<file path="src/rtl/aes_dec_pkg.sv">
// Shared AES-128 inverse-cipher constants, types and byte-level helpers
// used by decrypt_rounds_iter and inv_mix_columns.
package aes_dec_pkg;

    localparam int NR    = 10;
    localparam int KEY_W = (NR + 1) * 128;

    typedef enum logic [1:0] {IDLE, ROUND, DONE} dec_state_t;

    localparam logic [7:0] INV_SBOX [256] = '{
        8'h52, 8'h09, 8'h6a, 8'hd5, 8'h30, 8'h36, 8'ha5, 8'h38, 8'hbf, 8'h40, 8'ha3, 8'h9e, 8'h81, 8'hf3, 8'hd7, 8'hfb,
        8'h7c, 8'he3, 8'h39, 8'h82, 8'h9b, 8'h2f, 8'hff, 8'h87, 8'h34, 8'h8e, 8'h43, 8'h44, 8'hc4, 8'hde, 8'he9, 8'hcb,
        8'h54, 8'h7b, 8'h94, 8'h32, 8'ha6, 8'hc2, 8'h23, 8'h3d, 8'hee, 8'h4c, 8'h95, 8'h0b, 8'h42, 8'hfa, 8'hc3, 8'h4e,
        8'h08, 8'h2e, 8'ha1, 8'h66, 8'h28, 8'hd9, 8'h24, 8'hb2, 8'h76, 8'h5b, 8'ha2, 8'h49, 8'h6d, 8'h8b, 8'hd1, 8'h25,
        8'h72, 8'hf8, 8'hf6, 8'h64, 8'h86, 8'h68, 8'h98, 8'h16, 8'hd4, 8'ha4, 8'h5c, 8'hcc, 8'h5d, 8'h65, 8'hb6, 8'h92,
        8'h6c, 8'h70, 8'h48, 8'h50, 8'hfd, 8'hed, 8'hb9, 8'hda, 8'h5e, 8'h15, 8'h46, 8'h57, 8'ha7, 8'h8d, 8'h9d, 8'h84,
        8'h90, 8'hd8, 8'hab, 8'h00, 8'h8c, 8'hbc, 8'hd3, 8'h0a, 8'hf7, 8'he4, 8'h58, 8'h05, 8'hb8, 8'hb3, 8'h45, 8'h06,
        8'hd0, 8'h2c, 8'h1e, 8'h8f, 8'hca, 8'h3f, 8'h0f, 8'h02, 8'hc1, 8'haf, 8'hbd, 8'h03, 8'h01, 8'h13, 8'h8a, 8'h6b,
        8'h3a, 8'h91, 8'h11, 8'h41, 8'h4f, 8'h67, 8'hdc, 8'hea, 8'h97, 8'hf2, 8'hcf, 8'hce, 8'hf0, 8'hb4, 8'he6, 8'h73,
        8'h96, 8'hac, 8'h74, 8'h22, 8'he7, 8'had, 8'h35, 8'h85, 8'he2, 8'hf9, 8'h37, 8'he8, 8'h1c, 8'h75, 8'hdf, 8'h6e,
        8'h47, 8'hf1, 8'h1a, 8'h71, 8'h1d, 8'h29, 8'hc5, 8'h89, 8'h6f, 8'hb7, 8'h62, 8'h0e, 8'haa, 8'h18, 8'hbe, 8'h1b,
        8'hfc, 8'h56, 8'h3e, 8'h4b, 8'hc6, 8'hd2, 8'h79, 8'h20, 8'h9a, 8'hdb, 8'hc0, 8'hfe, 8'h78, 8'hcd, 8'h5a, 8'hf4,
        8'h1f, 8'hdd, 8'ha8, 8'h33, 8'h88, 8'h07, 8'hc7, 8'h31, 8'hb1, 8'h12, 8'h10, 8'h59, 8'h27, 8'h80, 8'hec, 8'h5f,
        8'h60, 8'h51, 8'h7f, 8'ha9, 8'h19, 8'hb5, 8'h4a, 8'h0d, 8'h2d, 8'he5, 8'h7a, 8'h9f, 8'h93, 8'hc9, 8'h9c, 8'hef,
        8'ha0, 8'he0, 8'h3b, 8'h4d, 8'hae, 8'h2a, 8'hf5, 8'hb0, 8'hc8, 8'heb, 8'hbb, 8'h3c, 8'h83, 8'h53, 8'h99, 8'h61,
        8'h17, 8'h2b, 8'h04, 8'h7e, 8'hba, 8'h77, 8'hd6, 8'h26, 8'he1, 8'h69, 8'h14, 8'h63, 8'h55, 8'h21, 8'h0c, 8'h7d
    };

    function automatic logic [7:0] xtime(input logic [7:0] b);
        return {b[6:0], 1'b0} ^ (b[7] ? 8'h1b : 8'h00);
    endfunction

    // Multiply by a 4-bit constant (9, 0xB, 0xD, 0xE) via its binary expansion.
    function automatic logic [7:0] gf_mul(input logic [7:0] b, input logic [3:0] c);
        logic [7:0] x2, x4, x8;
        x2 = xtime(b);
        x4 = xtime(x2);
        x8 = xtime(x4);
        return (c[0] ? b : 8'h00) ^ (c[1] ? x2 : 8'h00) ^ (c[2] ? x4 : 8'h00) ^ (c[3] ? x8 : 8'h00);
    endfunction

    // Byte i lives at [127-8i -: 8]; row r, column c is byte r+4c.
    function automatic logic [127:0] inv_shift_rows(input logic [127:0] s);
        logic [127:0] o;
        o = '0;
        for (int r = 0; r < 4; r++) begin
            for (int c = 0; c < 4; c++) begin
                o[127 - 8*(r + 4*c) -: 8] = s[127 - 8*(r + 4*((c - r + 4) % 4)) -: 8];
            end
        end
        return o;
    endfunction

    function automatic logic [127:0] inv_sub_bytes(input logic [127:0] s);
        logic [127:0] o;
        o = '0;
        for (int i = 0; i < 16; i++) begin
            o[127 - 8*i -: 8] = INV_SBOX[s[127 - 8*i -: 8]];
        end
        return o;
    endfunction

endpackage

</file>
<file path="src/rtl/inv_mix_columns.sv">
// Combinational AES InvMixColumns over a full 128-bit state, one
// column network per 32-bit column.
module inv_mix_columns
    import aes_dec_pkg::*;
(
    input  logic [127:0] state,
    output logic [127:0] mixed
);

    generate
        for (genvar gi = 0; gi < 4; gi++) begin : g_col
            logic [7:0] a0, a1, a2, a3;
            assign a0 = state[127 - 32*gi -: 8];
            assign a1 = state[119 - 32*gi -: 8];
            assign a2 = state[111 - 32*gi -: 8];
            assign a3 = state[103 - 32*gi -: 8];
            assign mixed[127 - 32*gi -: 32] = {
                gf_mul(a0, 4'he) ^ gf_mul(a1, 4'hb) ^ gf_mul(a2, 4'hd) ^ gf_mul(a3, 4'h9),
                gf_mul(a0, 4'h9) ^ gf_mul(a1, 4'he) ^ gf_mul(a2, 4'hb) ^ gf_mul(a3, 4'hd),
                gf_mul(a0, 4'hd) ^ gf_mul(a1, 4'h9) ^ gf_mul(a2, 4'he) ^ gf_mul(a3, 4'hb),
                gf_mul(a0, 4'hb) ^ gf_mul(a1, 4'hd) ^ gf_mul(a2, 4'h9) ^ gf_mul(a3, 4'he)
            };
        end
    endgenerate

endmodule

</file>
<file path="src/rtl/decrypt_rounds_iter.sv">
// Iterative AES-128 inverse cipher, one round per clock, valid/ready on both sides.
// Define DEC_STATE_TAP_EN to expose dbg_state/dbg_round.
module decrypt_rounds_iter
    import aes_dec_pkg::*;
(
    input  logic               clk,
    input  logic               rst_n,
    input  logic [KEY_W-1:0]   expanded_key,
    input  logic               in_valid,
    output logic               in_ready,
    input  logic [127:0]       ciphertext,
    output logic               out_valid,
    input  logic               out_ready,
`ifdef DEC_STATE_TAP_EN
    output logic [127:0]       dbg_state,
    output logic [3:0]         dbg_round,
`endif
    output logic [127:0]       plaintext
);

    localparam logic [3:0] LAST_RND = 4'(NR - 1);

    // Padded to 16 entries so every 4-bit round index selects something defined.
    logic [127:0] rk [16];
    generate
        for (genvar gi = 0; gi < 16; gi++) begin : g_rk
            if (gi <= NR) begin : g_used
                assign rk[gi] = expanded_key[KEY_W - 1 - 128*gi -: 128];
            end else begin : g_pad
                assign rk[gi] = '0;
            end
        end
    endgenerate

    dec_state_t   state_reg, state_next;
    logic [3:0]   rnd_reg, rnd_next;
    logic [127:0] data_reg, data_next;
    logic [127:0] plaintext_reg, plaintext_next;
    logic         out_valid_reg, out_valid_next;
    logic [127:0] round_out, mixed;

    assign round_out = inv_sub_bytes(inv_shift_rows(data_reg)) ^ rk[rnd_reg];

    inv_mix_columns u_inv_mix_columns (
        .state (round_out),
        .mixed (mixed)
    );

    always_ff @(posedge clk or negedge rst_n) begin
        if (!rst_n) begin
            state_reg     <= IDLE;
            rnd_reg       <= '0;
            data_reg      <= '0;
            plaintext_reg <= '0;
            out_valid_reg <= 1'b0;
        end else begin
            state_reg     <= state_next;
            rnd_reg       <= rnd_next;
            data_reg      <= data_next;
            plaintext_reg <= plaintext_next;
            out_valid_reg <= out_valid_next;
        end
    end

    always_comb begin
        state_next     = state_reg;
        rnd_next       = rnd_reg;
        data_next      = data_reg;
        plaintext_next = plaintext_reg;
        out_valid_next = out_valid_reg;
        case (state_reg)
            IDLE: begin
                if (in_valid) begin
                    data_next  = ciphertext ^ rk[NR];
                    rnd_next   = LAST_RND;
                    state_next = ROUND;
                end
            end
            ROUND: begin
                if (rnd_reg > LAST_RND) begin
                    // Unreachable round index: recover to idle rather than decrypt garbage.
                    rnd_next   = '0;
                    state_next = IDLE;
                end else if (rnd_reg != 4'd0) begin
                    data_next = mixed;
                    rnd_next  = rnd_reg - 4'd1;
                end else begin
                    plaintext_next = round_out;
                    out_valid_next = 1'b1;
                    state_next     = DONE;
                end
            end
            DONE: begin
                if (out_ready) begin
                    out_valid_next = 1'b0;
                    state_next     = IDLE;
                end
            end
            default: state_next = IDLE;
        endcase
    end

    assign in_ready  = (state_reg == IDLE);
    assign out_valid = out_valid_reg;
    assign plaintext = plaintext_reg;

`ifdef DEC_STATE_TAP_EN
    assign dbg_state = data_reg;
    assign dbg_round = (state_reg == ROUND) ? rnd_reg : 4'hF;
`endif

endmodule

</file>
<file path="config.mk">
export PLATFORM = sky130hd
export DESIGN_NAME = decrypt_rounds_iter
export DESIGN_NICKNAME = d
export VERILOG_FILES = /design/src/rtl/aes_dec_pkg.sv /design/src/rtl/inv_mix_columns.sv /design/src/rtl/decrypt_rounds_iter.sv
export SDC_FILE = /design/constraint.sdc
export NUM_CORES = 2
export LEC_CHECK = 0
export ABC_CLOCK_PERIOD_IN_PS = 5700
export BUFFER_PORTS_ARGS = -buffer_cell sky130_fd_sc_hd__buf_2
export CAP_MARGIN = 25
export CORE_AREA = 2 2 643 645
export CTS_BUF_LIST = sky130_fd_sc_hd__clkbuf_4 sky130_fd_sc_hd__clkbuf_8
export CTS_CLUSTER_SIZE = 14
export DETAILED_ROUTE_END_ITERATION = 6
export DIE_AREA = 0 0 645 647
export PLACE_DENSITY = 0.41
export SETUP_SLACK_MARGIN = 0.1
export SLEW_MARGIN = 25
export SYNTH_ARGS = -nofsm -noshare
export SYNTH_HDL_FRONTEND = slang
export SYNTH_SLANG_ARGS = --single-unit
</file>
<file path="constraint.sdc">
create_clock -name clk -period 5.7 [get_ports clk]
set_input_delay 0.855 -clock clk [delete_from_list [all_inputs] [get_ports clk]]
set_output_delay 0.855 -clock clk [all_outputs]
set_load 0.05 [all_outputs]
</file>
# Word-level counts from Yosys, hierarchy flattened
# Memories as Yosys holds them, arrays and structs flattened.
# Index checks and enable logic that the tools add are counted.
# totals
word_cells,387
mem_count,16
romBits,32768
reg_bits,263
# mem_list
memory,depth,width,rd,rd_clocked_by_memory_dff,write_ports,line_no,source
(no name shown),256,8,1,0,0,aes_dec_pkg.sv:58,o[127 - 8*i -: 8] = INV_SBOX[s[127 - 8*i -: 8]];
(no name shown),256,8,1,0,0,aes_dec_pkg.sv:58,
(no name shown),256,8,1,0,0,aes_dec_pkg.sv:58,
(no name shown),256,8,1,0,0,aes_dec_pkg.sv:58,
(no name shown),256,8,1,0,0,aes_dec_pkg.sv:58,
(no name shown),256,8,1,0,0,aes_dec_pkg.sv:58,
10 more memories,n/a,n/a,n/a,n/a,n/a,n/a,
# op_classes
bitwise,229
addsub,1
n_mux,100
eq_ne,9
reduce_logical,9
magnitude_cmp,18
# op_table
operator,n
$xor 8x8->8,202
$mux 128,5
$bmux 128 s4,1
$mux 8,32
$pmux 128 s2,1
$xor 128x128->128,2
$mux 5,48
$ge 9x9->1 const B,16
$not 8->9,16
$xor 8x5->8,6
$mux 4,3
$ne 2x2->1 const B,5
$reduce_and 3->1,3
$mux 2,4
$pmux 4 s2,1
$reduce_and 4->1,2
$ne 3x3->1 const B,2
$pmux 2 s3,1
$ge 5x5->1 const B,1
$not 4->5,1
$gt 4x4->1 const B,1
$reduce_bool 2->1,2
$reduce_bool 4->1,1
$sub 4x1->4 const B,1
6 further kinds,9

# Depth between registers and ports, before layout
# depth
word_depth,18
mapped_depth,20

# Cells and area by module
# From an unflattened synthesis, not the netlist that was laid out.
# hier_totals
hier_cells,11712
hier_area_um2,85166.7
# by_module_without_submodules
mod,instances,seq_area_each_um2,cells_each,area_each_um2
decrypt_rounds_iter,1,6581.3,10906,76518.4
inv_mix_columns,1,0.0,806,8648.3

# Worst setup path after synthesis
# OpenSTA, ideal clock, no wires.
# synth_path
kind,register -> register
startpoint,reg data_reg[104]
endpoint,reg data_reg[37]
setup_ps,126
path_buffers,3
stages_incl_launch_ff,19
slack_ps,746
arrival_ps,4828
path_cell_list,dfrtp_1 -> buf_2 -> inv_1 -> ha_1 -> buf_2 -> clkbuf_1 -> inv_1 -> ha_1 -> nor3b_1 -> o21a_1 -> o21ai_0 -> a21oi_1 -> a221oi_2 -> xnor2_2 -> xnor3_1 -> xor3_1 -> xor2_1 -> xnor2_1 -> a221o_1
# synth_between
elab_chain_cells,15
elab_cells_between_ends,16
# synth_lines
item,line_no,source
from (decl),decrypt_rounds_iter.sv:37,"logic [127:0] data_reg, data_next;"
from (signal assigned),decrypt_rounds_iter.sv:59,data_reg <= data_next;
$not 8->9 (not written as such) *,aes_dec_pkg.sv:58,
$mem_v2 256x8 *,n/a,
$mux 8 (not written as such) * (2 in series),aes_dec_pkg.sv:58,
$xor 128x128->128 *,decrypt_rounds_iter.sv:42,assign round_out = inv_sub_bytes(inv_shift_rows(data_reg)) ^ rk[rnd_reg];
$mux 5 / $xor 8x8->8 (equally long branches),aes_dec_pkg.sv:30,"return {b[6:0], 1'b0} ^ (b[7] ? 8'h1b : 8'h00);"
$xor 8x8->8 / $mux 5 (equally long branches),aes_dec_pkg.sv:30,
$xor 8x8->8 (2 in series),aes_dec_pkg.sv:30,
$xor 8x8->8 *,aes_dec_pkg.sv:39,return (c[0] ? b : 8'h00) ^ (c[1] ? x2 : 8'h00) ^ (c[2] ? x4 : 8'h00) ^ (c[3] ? x8 : 8'h00);
$xor 8x8->8 * (2 in series),inv_mix_columns.sv:21,"gf_mul(a0, 4'hb) ^ gf_mul(a1, 4'hd) ^ gf_mul(a2, 4'h9) ^ gf_mul(a3, 4'he)"
$mux 128 *,decrypt_rounds_iter.sv:84,end else if (rnd_reg != 4'd0) begin
$mux 128 *,decrypt_rounds_iter.sv:80,if (rnd_reg > LAST_RND) begin
$pmux 128 s2 *,decrypt_rounds_iter.sv:71,case (state_reg)
# Mark *: on every way between the ends. The rest lies on a longest branch, timed or not. The select of a mux whose other input is x is not followed.
# A chain may end at the register's enable or synchronous reset.

# Final worst setup path
# layout_path
startpoint,reg rnd_reg[0]
endpoint,reg data_reg[69]
# layout_between
elab_chain_cells,16
elab_cells_between_ends,43
# layout_lines
item,line_no,source
from (decl),decrypt_rounds_iter.sv:36,"logic [3:0] rnd_reg, rnd_next;"
from (signal assigned),decrypt_rounds_iter.sv:58,rnd_reg <= rnd_next;
$not 4->5 (not written as such),decrypt_rounds_iter.sv:42,
$bmux 128 s4,decrypt_rounds_iter.sv:42,
$mux 128 (not written as such) (2 in series),decrypt_rounds_iter.sv:42,
$xor 128x128->128,decrypt_rounds_iter.sv:42,
$mux 5 / $xor 8x8->8 (equally long branches),aes_dec_pkg.sv:30,
$xor 8x8->8 / $mux 5 (equally long branches),aes_dec_pkg.sv:30,
$xor 8x8->8,aes_dec_pkg.sv:30,
"$xor 8x8->8, on equally long branches","aes_dec_pkg.sv:30, aes_dec_pkg.sv:39",
$xor 8x8->8,aes_dec_pkg.sv:39,
$xor 8x8->8 (3 in series),inv_mix_columns.sv:21,
$mux 128,decrypt_rounds_iter.sv:84,
$mux 128,decrypt_rounds_iter.sv:80,
$pmux 128 s2,decrypt_rounds_iter.sv:71,
# Several ways; a longest one is shown, not always the timed one. The select of a mux whose other input is x is not followed.

==> impl_summary.log <==
INFO  metric min-delay-path-class = input port to flop
INFO  metric share_of_the_synthesized_area_in_the_top_cell_type = a little under a tenth
INFO  metric worstSkewPairLatency = between 0.9 and 1 ns
INFO  metric startpoint_type = flop
INFO  metric num_vias = approximately 120k
INFO  metric post_drt_wl_per_cell = between 40 and 50 um
INFO  metric critPathTopFamily = XOR/XNOR gates
INFO  metric area_growth = 25.3%
INFO  metric parity_gate_share_of_the_synthesized_area_counting_xor_and_xnor_cells = around an eighth
INFO  metric synthMuxAreaShare = between 10 and 15%
INFO  metric timing.critical_path.slowest_cell_delay = approximately 0.9 ns
INFO  metric relative_slew_slack = roughly a quarter
INFO  metric critPathArrivalTime = between 6 and 7 ns
INFO  metric synth_simple_gate_area_share = roughly 20%
INFO  metric fin_cells = just under 20,000
INFO  metric post-route-worst-setup-slack = -0.0499 ns
INFO  metric critical_path.cell_chain = buf_12 > mux4_2 > o21ai_0 > o21ai_0 > xnor2_1 > buf_4 > xor2_1 > xor2_1 > xnor2_1 > xnor2_2 > xor2_1 > buf_4 > o221ai_1
INFO  metric place_congestion = 1.08
INFO  metric timing.reg2reg.setup_slack = -0.05 ns
INFO  metric post_syn_nets = 13,600
INFO  metric yosys_register_bits = 263
INFO  metric numClockSinks = around 260
INFO  metric netlist_area = between 0.09 and 0.1 mm^2
INFO  metric filler_cell_count = around 46,000
INFO  metric floorplan.io_pins = about 1,700
INFO  metric clock_tree.root_cell = clkbuf_8
INFO  metric max_freq = approximately 0.17 GHz
INFO  metric timing.critical_path.required = 6.52 ns
INFO  metric fp.dieArea = 0.417 mm^2
INFO  metric cts.reportedPaths.clkPinSlew = approximately 0.060 ns
INFO  metric standard_cell_rows = 236
INFO  metric initial_utilization = ~22%
INFO  metric synth_top_family_by_area = compound AO/OA/AOI/OAI gates
INFO  metric synth_enable_flop_cells = 0
INFO  metric post_drt_via_cell_ratio = 6.05
INFO  metric cts_tree = yes
INFO  metric worstPathBufferInverterCount = 3
INFO  metric yosys_most_used_dff = dfrtp_1
INFO  metric critical_path.most_common_cell = xor2_1
INFO  metric total_of_buffers_placed_on_input_and_output_ports = 1,669
INFO  metric cell_type_with_the_largest_total_area_after_synthesis = mux4_2
INFO  metric slew_violations = 0
INFO  metric report.final.hold_viol_count = 0
INFO  metric grt_start_max_net_pins = 194
INFO  metric synth_commonest_cells = 921 x nand2_1, 759 x o21ai_0, 721 x nor2_1
INFO  metric die_w = between 600 and 700 um
INFO  metric criticalPathCategory = flop to flop
INFO  metric drv.max_cap_violation_count = 0
INFO  metric slew_at_the_pin_with_the_worst_max_slew_slack = between 1 and 1.5 ns
INFO  metric syn-mean-instance-area = 7.73 um^2
INFO  metric failed_checks = setup timing
INFO  metric dp.cells = 18,800
INFO  metric drc_errors = 0
INFO  metric grt_first_pass_wirelength = ~1,100,000 um
INFO  metric yosysSeqAreaShare = slightly above 7%
INFO  metric synthAdderAreaFrac = under 10%
INFO  metric clock_tree.htree_level_count = 3
INFO  metric yosys_warning_count = 0
INFO  metric clockBufferDepth = 4
INFO  metric highest_fanout_seen_on_the_critical_path = 59
INFO  metric post-route-util = 27.6%
INFO  metric cts_made_buffers = 73
INFO  metric ant_nets = 0
INFO  metric outcome = complete, but fails checks
INFO  metric final_cycle_share = 101%
INFO  metric worst_path_max_delay_cell = o21ai_0
INFO  metric design.core.area = 0.411 mm^2
INFO  metric grt_pass1_vias = 109,000
INFO  metric yosys-top-cells-area = mux4_2 9.5%, dfrtp_1 7.3%, xnor2_1 6.0%
INFO  metric end_kind = flop
INFO  metric synthMostInstantiatedCell = nand2_1
INFO  metric 1st_iter_drt_viols = around 20,000
INFO  metric grt_util_all_layers = 39.8%
INFO  metric layout_min_cycle_time = around 5.7 ns
INFO  metric setup_viol_count_final = 2
INFO  metric post_synth_num_cell_types = roughly 130
INFO  metric netlist_instances = approximately 12,000
INFO  metric die_extent_in_y = 647 um
INFO  metric initial_antenna_violation_count = around 410
INFO  metric drt_wl_total = 873,000 um
INFO  metric setup_repair_after_global_routing_missed_its_margin = false
INFO  metric synth-async-reset-ratio = between 90% and 100%
INFO  metric skew = around 0.094 ns
INFO  metric overflow = 0
INFO  metric synth_compound_area_share = 31.6%
INFO  metric ratio_of_cells_with_drive_above_1_in_the_final_layout = about 30%
INFO  metric detailedPlacementHpwl = 716,000 um
INFO  metric nNetsFinal = between 15,000 and 20,000
INFO  metric total_iterations_of_the_first_detailed_routing_run = 7
[per-stage QoR]
step           setup TNS [ns]  instance area (um^2)  hold WS, ns  worst slack [ns]
2_1_floorplan               0                 90500        0.549             0.746
3_3_place_gp           -0.400                109000        0.456            -0.287
3_5_place_dp           -0.297                109000        0.458            -0.155
4_1_cts                     0                111000        0.101             0.104
5_1_grt                     0                113000        0.166             0.115
6_report              -0.0897                113000        0.159           -0.0499
[worst reg2reg max path, cell delays in order (launching register included)]
cell and delay [ns]:
dfrtp_4 0.45, buf_12 0.31, mux4_2 0.93, o21ai_0 0.91, o21ai_0 0.42, xnor2_1 0.38
buf_4 0.21, xor2_1 0.46, xor2_1 0.24, xnor2_1 0.39, xnor2_2 0.18, xor2_1 0.49
buf_4 0.20, o221ai_1 0.09
[final cells by class]
type / count / area, um^2 / area share (%)
clock inverters: 16 / 169 / 0.149
repair buffers: 2933 / 19000 / 16.8
diodes: 881 / 2200 / 1.94
multi-input cells: 9871 / 76100 / 67.2
flip-flops and latches: 263 / 6710 / 5.92
inverters: 241 / 927 / 0.818
clock buffers: 110 / 1360 / 1.20
well taps: 5474 / 6850 / 6.04
[per-layer routing]
metal | routed length (um) | global-route usage, % | vias to the layer above | share of wire (%)
li1 | - | - | 48900 | -
met1 | 330000 | 48.4 | 59600 | 38
met2 | 351000 | 55.9 | 9119 | 40
met3 | 112000 | 16.1 | 1947 | 13
met4 | 78400 | 29.7 | 178 | 9.0
met5 | 1130 | 0 | - | 0.13
[timing repair]
| item | 4_1_cts | 5_1_grt |
|---|---|---|
| gates resized for setup | 7 | 8 |
| endpoints found under the setup margin | 3 | 10 |
| gates cloned | 0 | 0 |
| setup buffers | 0 | 4 |
| endpoints found under the hold margin | 41 | 0 |
| pin swaps | 0 | 0 |
| hold buffers | 1 | 0 |
[cells in the final DEF, fill, tap and decap left out, types with 355 or more instances in the layout]
| cell type | n |
|---|---|
| a21oi_1 | 680 |
| o21ai_0 | 750 |
| nor3_1 | 386 |
| buf_4 | 1169 |
| mux4_2 | 382 |
| diode_2 | 881 |
| nand2b_1 | 355 |
| xnor2_1 | 608 |
| buf_2 | 1669 |
| ha_1 | 359 |
| nand2_1 | 919 |
| nor2_1 | 720 |
[cell families (layout without fill, tap and decap cells)]
logic type,count (synthesis),count (layout)
compound gates,4012,4012
simple gates,3655,3655
buf+inv,1575,3300
xor+xnor,1097,1097
mux,745,745
fa+ha+maj,362,362
flops,263,263
other cells,0,881
[worst paths after layout]
path	startpoint	to	depth (start not counted)
hold / removal	out_ready	state_reg[1]	2
setup / recovery	rnd_reg[0]	data_reg[69]	13
setup reg to reg	rnd_reg[0]	data_reg[69]	13
min in group asynchronous	rst_n	data_reg[41]	2
hold reg to reg	plaintext[55]	plaintext[55]	2
max in group asynchronous	rst_n	plaintext[19]	3
Power is left out: the tool's default activity adds up to more than one toggle a clock period on the data nets, which glitch-free logic cannot reach.
